**src/rtl/mips_pipe_stage.sv**
```systemverilog
// Pipeline stage register with valid/ready handshake, flush and an optional
// two-entry skid buffer enabled by defining PIPE_STAGE_SKID_EN.
module mips_pipe_stage #(
  parameter int unsigned DW             = 32,
  parameter bit          CLEAR_ON_FLUSH = 1'b1
) (
  input  logic          clk,
  input  logic          rst,
  input  logic          flush,
  input  logic          up_valid,
  output logic          up_ready,
  input  logic [DW-1:0] up_data,
  output logic          dn_valid,
  input  logic          dn_ready,
  output logic [DW-1:0] dn_data,
  output logic [1:0]    occupancy
);

  logic [DW-1:0] main_q, main_d;
  logic          dn_valid_q, dn_valid_d;

`ifdef PIPE_STAGE_SKID_EN
  typedef enum logic [1:0] {
    ST_EMPTY = 2'd0,
    ST_ONE   = 2'd1,
    ST_FULL  = 2'd2
  } state_e;

  state_e        state_q, state_d;
  logic [DW-1:0] skid_q, skid_d;
  logic          up_ready_q, up_ready_d;
  logic [1:0]    occ_q, occ_d;

  // State, payload and registered status flags
  always_ff @(posedge clk) begin
    if (rst) begin
      state_q    <= ST_EMPTY;
      main_q     <= '0;
      skid_q     <= '0;
      dn_valid_q <= 1'b0;
      up_ready_q <= 1'b1;
      occ_q      <= 2'd0;
    end else begin
      state_q    <= state_d;
      main_q     <= main_d;
      skid_q     <= skid_d;
      dn_valid_q <= dn_valid_d;
      up_ready_q <= up_ready_d;
      occ_q      <= occ_d;
    end
  end

  // Next state and payload moves; flush overrides any handshake
  always_comb begin
    state_d = state_q;
    main_d  = main_q;
    skid_d  = skid_q;
    if (flush) begin
      state_d = ST_EMPTY;
      if (CLEAR_ON_FLUSH) begin
        main_d = '0;
        skid_d = '0;
      end else begin
        main_d = main_q;
        skid_d = skid_q;
      end
    end else begin
      case (state_q)
        ST_EMPTY: begin
          if (up_valid) begin
            main_d  = up_data;
            state_d = ST_ONE;
          end else begin
            state_d = ST_EMPTY;
          end
        end
        ST_ONE: begin
          if (dn_ready && up_valid) begin
            main_d  = up_data;
            state_d = ST_ONE;
          end else if (dn_ready) begin
            state_d = ST_EMPTY;
          end else if (up_valid) begin
            skid_d  = up_data;
            state_d = ST_FULL;
          end else begin
            state_d = ST_ONE;
          end
        end
        ST_FULL: begin
          if (dn_ready) begin
            main_d  = skid_q;
            state_d = ST_ONE;
          end else begin
            state_d = ST_FULL;
          end
        end
        default: state_d = ST_EMPTY;
      endcase
    end
  end

  // Status flags are precomputed from the next state so they leave as flops
  always_comb begin
    dn_valid_d = (state_d != ST_EMPTY);
    up_ready_d = (state_d != ST_FULL);
    case (state_d)
      ST_EMPTY: occ_d = 2'd0;
      ST_ONE:   occ_d = 2'd1;
      ST_FULL:  occ_d = 2'd2;
      default:  occ_d = 2'd0;
    endcase
  end

  assign up_ready  = up_ready_q;
  assign occupancy = occ_q;
`else
  logic accept_s;

  assign up_ready  = !dn_valid_q || dn_ready;
  assign accept_s  = up_valid && up_ready;
  assign occupancy = {1'b0, dn_valid_q};

  // Single main register
  always_ff @(posedge clk) begin
    if (rst) begin
      main_q     <= '0;
      dn_valid_q <= 1'b0;
    end else begin
      main_q     <= main_d;
      dn_valid_q <= dn_valid_d;
    end
  end

  // Load on accept, drop valid on drain; flush discards the offered beat
  always_comb begin
    main_d     = main_q;
    dn_valid_d = dn_valid_q;
    if (flush) begin
      dn_valid_d = 1'b0;
      if (CLEAR_ON_FLUSH) begin
        main_d = '0;
      end else begin
        main_d = main_q;
      end
    end else if (accept_s) begin
      main_d     = up_data;
      dn_valid_d = 1'b1;
    end else if (dn_ready) begin
      dn_valid_d = 1'b0;
    end else begin
      dn_valid_d = dn_valid_q;
    end
  end
`endif

  assign dn_valid = dn_valid_q;
  assign dn_data  = main_q;

endmodule

```
**config.mk**
```make
export PLATFORM = sky130hd
export DESIGN_NAME = mips_pipe_stage
export DESIGN_NICKNAME = d
export VERILOG_FILES = /design/src/rtl/mips_pipe_stage.sv
export SDC_FILE = /design/constraint.sdc
export NUM_CORES = 1
export LEC_CHECK = 0
export CAP_MARGIN = 15
export CORE_MARGIN = 4
export CORE_UTILIZATION = 35
export DETAILED_ROUTE_END_ITERATION = 10
export GPL_ROUTABILITY_DRIVEN = 0
export GPL_TIMING_DRIVEN = 1
export PLACE_DENSITY = 0.76
export SLEW_MARGIN = 20
export SYNTH_ARGS = -nofsm -noshare
export SYNTH_HDL_FRONTEND = slang
export SYNTH_SLANG_ARGS = --single-unit
```
**constraint.sdc**
```tcl
create_clock -name clk -period 1.1 [get_ports clk]
set_clock_uncertainty 0.05 [all_clocks]
set_input_delay 0.165 -clock clk [delete_from_list [all_inputs] [get_ports clk]]
set_output_delay 0.165 -clock clk [all_outputs]
set_load 0.1 [all_outputs]
```
==> results by group, run 1 <==
Power and ir drop
  • P_sw: 0.9786 mW
  • Tot Pwr: 3.131 mW
  • Cell internal pwr: roughly 2.2 mW
  • Flop pwr share: 41.2%
  • Net Sw Frac: 31.25%
  • Pwr dens: about 1100 mW/mm²
  • VDD IR-drop max: 0.0007803 V
  • Static Leak: approximately 1.1 nW
  • Clock power share: 28.7%
  • Comb pwr share: 30.1%

Worst setup path
  • Crit-path slowest cell: dfxtp_4
  • CP dominant cell by count: buf_12
  • Instance count on the critical path: 3
  • Crit-path max FO: 2
  • CP max stage delay: 0.36 ns
  • Required @ worst endpoint: ~0.9 ns
  • CP top delay family: flip-flops
  • CP Launch Type: flip-flop
  • Crit end category: output port
  • Crit-path cells: nand2b_4 > buf_12 > buf_12
  • R2R depth: 5
  • FF-to-FF setup slack: -0.10 ns
  • Setup CP Type: flip-flop to output port
  • Critical Path AT: 0.99 ns
  • Crit path buf inv count: 2

Synthesis
  • Top post-synthesis cells by area: dfxtp_1 47%, o21ai_2 14%, nand4_1 14%, nand2_1 8.6%, buf_6 3.2%
  • Post-synthesis instance total: 155
  • Synth unique cells: 16
  • Syn avg cell area: roughly 9 µm²
  • Sequential-to-total area share from yosys stat: a little under half
  • Top cell type's share of synthesized area: approximately 47%
  • Yosys reg bits: 33
  • Leading area contributor after synthesis: dfxtp_1
  • Synthesis Warnings: 0
  • Syn_nets: 192
  • Post-Syn Area: around 0.0014 mm²

Clocking
  • H-tree Lvls: 2
  • Clock transition at the registers of the reported paths: 0.06 ns
  • CTS tree: done
  • Skew-Pair Late Insertion Delay: 0.28 ns
  • Clock Root Buffer: clkbuf_8
  • CTS Buffer Depth: 2
  • CTS Buf Count: 5
  • Hold_buf cts: 0
  • Clk sinks: 33

Die
  • Core region area: 0.003771 mm²
  • IO Pins: 73
  • Cell row count: 22
  • Initial Utilization: 37.09%
  • Die Height: 71.22 µm
  • Die footprint: 0.005072 mm²
  • Die W: slightly above 70 µm

Cells and area
  • Final Non-Filler Cells: 280
  • Layout cell share with drive strength beyond 1: 53.88%
  • Ant diodes: 0
  • NumNets Final: 269
  • Filler cells: approximately 250
  • Multi-input gate area: 649.4 µm²
  • FF+latch area: around 700 µm²
  • P&R area growth vs syn: 105.1%

Min path
  • Hold Crit Class: primary input to flip-flop
  • Hold path cells: 3

Drt
  • Final WL: roughly 4.7 mm
  • DR iter-0 viols: between 100 and 150
  • DRT Pass-1 Iters: 4
  • Vias/cell: 5.179
  • DRC Markers: 0
  • Wire length per cell: 16.83 µm
  • Detail Route Antenna Nets: 0
  • Vias: around 1500

STA
  • Slew Viols, Final: 0
  • Final period util: 109.7%
  • Hold slack final: 0.3949 ns
  • Final setup viols: 35
  • Minimum clock period: ~1.2 ns
  • Unrepaired setup endpoints after global routing: true
  • Final worst setup slack: -0.1063 ns
  • Peak Freq: roughly 830 MHz
  • Fin. Hold Viols: 0

Placement
  • Hpwl dp: 2.938 mm
  • I/O Buffers: 71
  • Number of cells after detailed placement: 264

Global route
  • Pin count of the biggest net entering global routing: 42
  • Total GRT Usage: between 10% and 20%
  • Grt ovf: 0
  • Number of global-route vias before repair: 1338
  • First-pass GRT wire length: 6.513 mm
  • Initial antenna violation count: 0

Outcome
  • Failing checks: negative setup slack
  • Run status: finished with violations

Run
  • Max-cap violations: 0
-- logic make-up after synthesis --
group           count (synthesis)  synth area share [%]
other cells                     1                0.2681
compound gates                 33                 18.16
buf+inv                        21                 9.570
simple gates                   67                 24.78
flops                          33                 47.23
-- routing by layer --
layer | vias to the layer above | share of wire (%) | global-route usage, %
met4 | 0 | 0.93 | 5.637
met5 | - | 0 | 0
met3 | 5 | 7.1 | 4.488
li1 | 694 | - | -
met1 | 692 | 39 | 20.31
met2 | 59 | 53 | 26.33
-- power by group through the flow --
stage	registers (mW)	clock network [mW]	logic, mW
finish	1.29	0.899	0.943
global route	1.29	0.969	0.974
CTS	1.29	0.917	0.865
detailed placement	1.31	0	0.859
global placement	1.31	0	0.850
floorplan	1.59	0	0.206
-- metrics by stage --
stage                     worst slack, ns  TNS, ns  util (%)  area [µm²]
final                             -0.1063   -2.262     76.08        2869
after global routing              -0.1313   -3.385     76.08        2869
after CTS                         -0.1023  -0.9469     71.23        2686
after detailed placement          -0.2897   -8.994     68.38        2579
after global placement            -0.2520   -7.871     68.38        2579
after floorplan                   -0.1556   -4.873         -        1460
-- cell usage after synthesis (all sizes together) --
library cell	count
dfxtp	33
nand2	32
nand4	32
o21ai	32
buf	16
clkbuf	4
a21boi	1
and2	1
conb	1
inv	1
nand2b	1
nor2	1
-- sequential cells by signal, summed over array words and instances, names as in the netlist --
| signal | flops |
|---|---|
| dn_data | 32 |
| dn_valid | 1 |
-- cell usage in the layout, fill, tap and decap left out --
cell type        count
nor2_4               1
inv_1                1
o21ai_4              2
nand2b_4             1
dfxtp_4              1
clkbuf_1             1
nand4_1             32
clkbuf_16            5
buf_12              41
a21boi_1             1
clkbuf_8             6
nand2_1             32
clkdlybuf4s50_1     35
o21ai_2             27
dfxtp_2             32
buf_4                8
and2_4               1
conb_1               1
dlygate4sd2_1        1
o21ai_1              3
-- tightest hold or removal path: stages --
cell	delay (ns)
clkdlybuf4s50_1	0.40
nand4_1	0.07
o21ai_1	0.05
-- path summary, 6_finish.rpt --
path	startpoint	to
min	up_data[2]	dn_data[2]
max	dn_valid	up_ready
min reg2reg	dn_data[27]	dn_data[27]
max reg2reg	dn_valid	dn_data[8]
-- final cells by class --
cell class / instances / share of cell area, %
timing repair buffer: 90 / 47.58
sequential: 33 / 24.55
multi-input combinational: 101 / 22.63
clock buffer: 7 / 3.009
tap: 48 / 2.093
inverter: 1 / 0.1308
-- repair_timing --
action	4_1_cts	5_1_grt
cloned	0	5
resized for setup	3	9
setup buffers	2	2
endpoints found under the setup margin	5	34
Note: power is estimated with default switching activity, not from simulation.
==> run 2, diff against run 1 <==
PLACE_DENSITY = 0.73   (was 0.76)
clock period = 1.4 ns   (was 1.1 ns; I/O delays follow)
==> run 2 against run 1 <==
  * Clock-buffer cell count is 1 higher
  * Sequential power is 22% lower
  * Combinational power is 29% lower
  * Critical path type is now primary input to output port
  * Global-route usage is 0.48 points lower
  * Flip-flop and latch count stayed put
  * Core utilization is 6.1 points lower
  * Register-to-register slack better by 0.43 ns
  * Via count is 6.1% lower
  * Largest cell class unchanged
  * The run now ends clean
==> results by group, run 2 (synthesis results as in run 1) <==
Outcome
  • Run status: finished, final reports clean

Cells and area
  • Ant diodes: 0
  • Finished Core Util: between 60% and 70%
  • Most common cell after layout, fill and taps aside: buf_12
  • Max reg flops: 32
  • Layout cell share with drive strength beyond 1: 34.67%
  • NumNets Final: 261
  • P&R area growth vs syn: 88.64%
  • Most frequent cells in the layout: 41 x buf_12, 36 x clkdlybuf4s50_1, 32 x nand2_1, 32 x nand4_1, 32 x dfxtp_1
  • Final Non-Filler Cells: 273

Clocking
  • Clk sinks: 33
  • Setup bufs post-CTS: 0
  • Cts repair resizes: 0
  • CTS Buffer Depth: 2
  • CTS tree: done
  • Skew-Pair Late Insertion Delay: ~0.28 ns
  • Hold_buf cts: 0
  • H-tree Lvls: 2
  • Clock transition at the registers of the reported paths: around 0.06 ns
  • CTS Buf Count: 5
  • Clock Root Buffer: clkbuf_8

Power and ir drop
  • Net Sw Frac: 31.77%
  • Static Leak: roughly 1 nW
  • Tot Pwr: roughly 2.4 mW
  • Cell internal pwr: 1.604 mW
  • VDD IR-drop max: between 0.0007 and 0.0008 V
  • Comb pwr share: between 20% and 30%
  • Pwr dens: approximately 900 mW/mm²
  • P_sw: between 0.7 and 0.8 mW
  • Clock power share: 28.7%
  • Flop pwr share: 42.8%

Global route
  • Number of global-route vias before repair: 1341
  • Grt met2 use: 25.31%
  • Total GRT Usage: 15.62%
  • Most used routing layer: met2
  • First-pass GRT wire length: 6.320 mm
  • Met1 usage: 18.98%
  • Initial antenna violation count: 0
  • Grt ovf: 0
  • Pin count of the biggest net entering global routing: 31
  • Grt met3 use: 6.592%

Die
  • IO Pins: 73
  • Initial Utilization: 37.09%
  • Die W: between 70 and 80 µm
  • Cell row count: 22
  • Die footprint: between 0.005 and 0.006 mm²
  • Die Height: 71.22 µm
  • Core region area: about 0.0038 mm²

Placement
  • Dpl ws: -0.02513 ns
  • Number of cells after detailed placement: 265
  • I/O Buffers: approximately 70
  • Hpwl dp: 2.936 mm

Drt
  • Detail Route Antenna Nets: 0
  • Vias/cell: 4.985
  • Final WL: 3.839 mm
  • DR iter-0 viols: 64
  • Vias: 1361
  • Wire length per cell: around 14 µm
  • DRC Markers: 0
  • DRT Pass-1 Iters: 4

STA
  • Unrepaired setup endpoints after global routing: false
  • Post-Route Setup TNS: 0 ns
  • Slew Viols, Final: 0
  • Minimum clock period: 1.363 ns
  • Final setup viols: 0
  • Final period util: 97.37%
  • Peak Freq: 733.6 MHz
  • Fin. Hold Viols: 0
  • Final worst setup slack: 0.03682 ns

Worst setup path
  • Required @ worst endpoint: 1.14 ns
  • Setup CP Type: primary input to output port
  • CP Launch Type: primary input
  • Crit-path max FO: 6
  • Critical Path AT: 1.10 ns
  • Crit end category: output port

Run
  • Max-cap violations: 0

Min path
  • Hold Crit Class: flip-flop to flip-flop
-- run 2: cell types whose count changed in the layout (fill, tap and decap cells not counted), moves of 2 or more --
cell       previous run  this run
buf_4                 8         5
dfxtp_2              32         0
o21ai_1               3         7
o21ai_4               2         0
dfxtp_1               0        32
o21ai_0               0         2
clkbuf_16             5         0
clkbuf_1              1         3
o21ai_2              27        23
-- run 2: worst paths after layout --
check | from | to | slack (ns) | cells after the start
max | dn_ready | up_ready | 0.04 | 4
min | dn_data[29] | dn_data[29] | 0.43 | 2
min reg2reg | dn_data[29] | dn_data[29] | 0.43 | 2
max reg2reg | dn_valid | dn_data[19] | 0.33 | 5
-- run 2: cell type report --
type,instances,area (µm²)
clock buffers,8,80.08
fillers,295,1132
inverters,1,3.754
multi-input cells,101,611.8
flip-flops and latches,33,664.4
well taps,48,60.06
repair buffers,82,1219
-- run 2: power groups by stage --
stage	Combinational, mW	Sequential [mW]	Clock (mW)
finish	0.670	1.01	0.675
global route	0.697	1.01	0.739
CTS	0.675	1.01	0.691
detailed placement	0.673	1.03	0
global placement	0.669	1.03	0
floorplan	0.157	1.24	0
-- run 2: per-stage QoR --
stage          hold WS [ns]  instance area [µm²]
3_3_place_gp         0.4231                 2559
5_1_grt              0.4429                 2639
4_1_cts              0.4380                 2639
2_1_floorplan        0.3031                 1405
6_report             0.4344                 2639
3_5_place_dp         0.4308                 2559
-- run 2: critical path, stage by stage --
cell,delay (ns)
clkdlybuf4s50_1,0.46
nand2b_4,0.14
buf_12,0.12
buf_12,0.17
-- run 2: per-layer routing --
| metal | routed length (µm) | vias up |
|---|---|---|
| li1 | - | 689 |
| met1 | 1604 | 623 |
| met2 | 1895 | 47 |
| met3 | 316 | 2 |
| met4 | 22 | 0 |
| met5 | 0 | - |
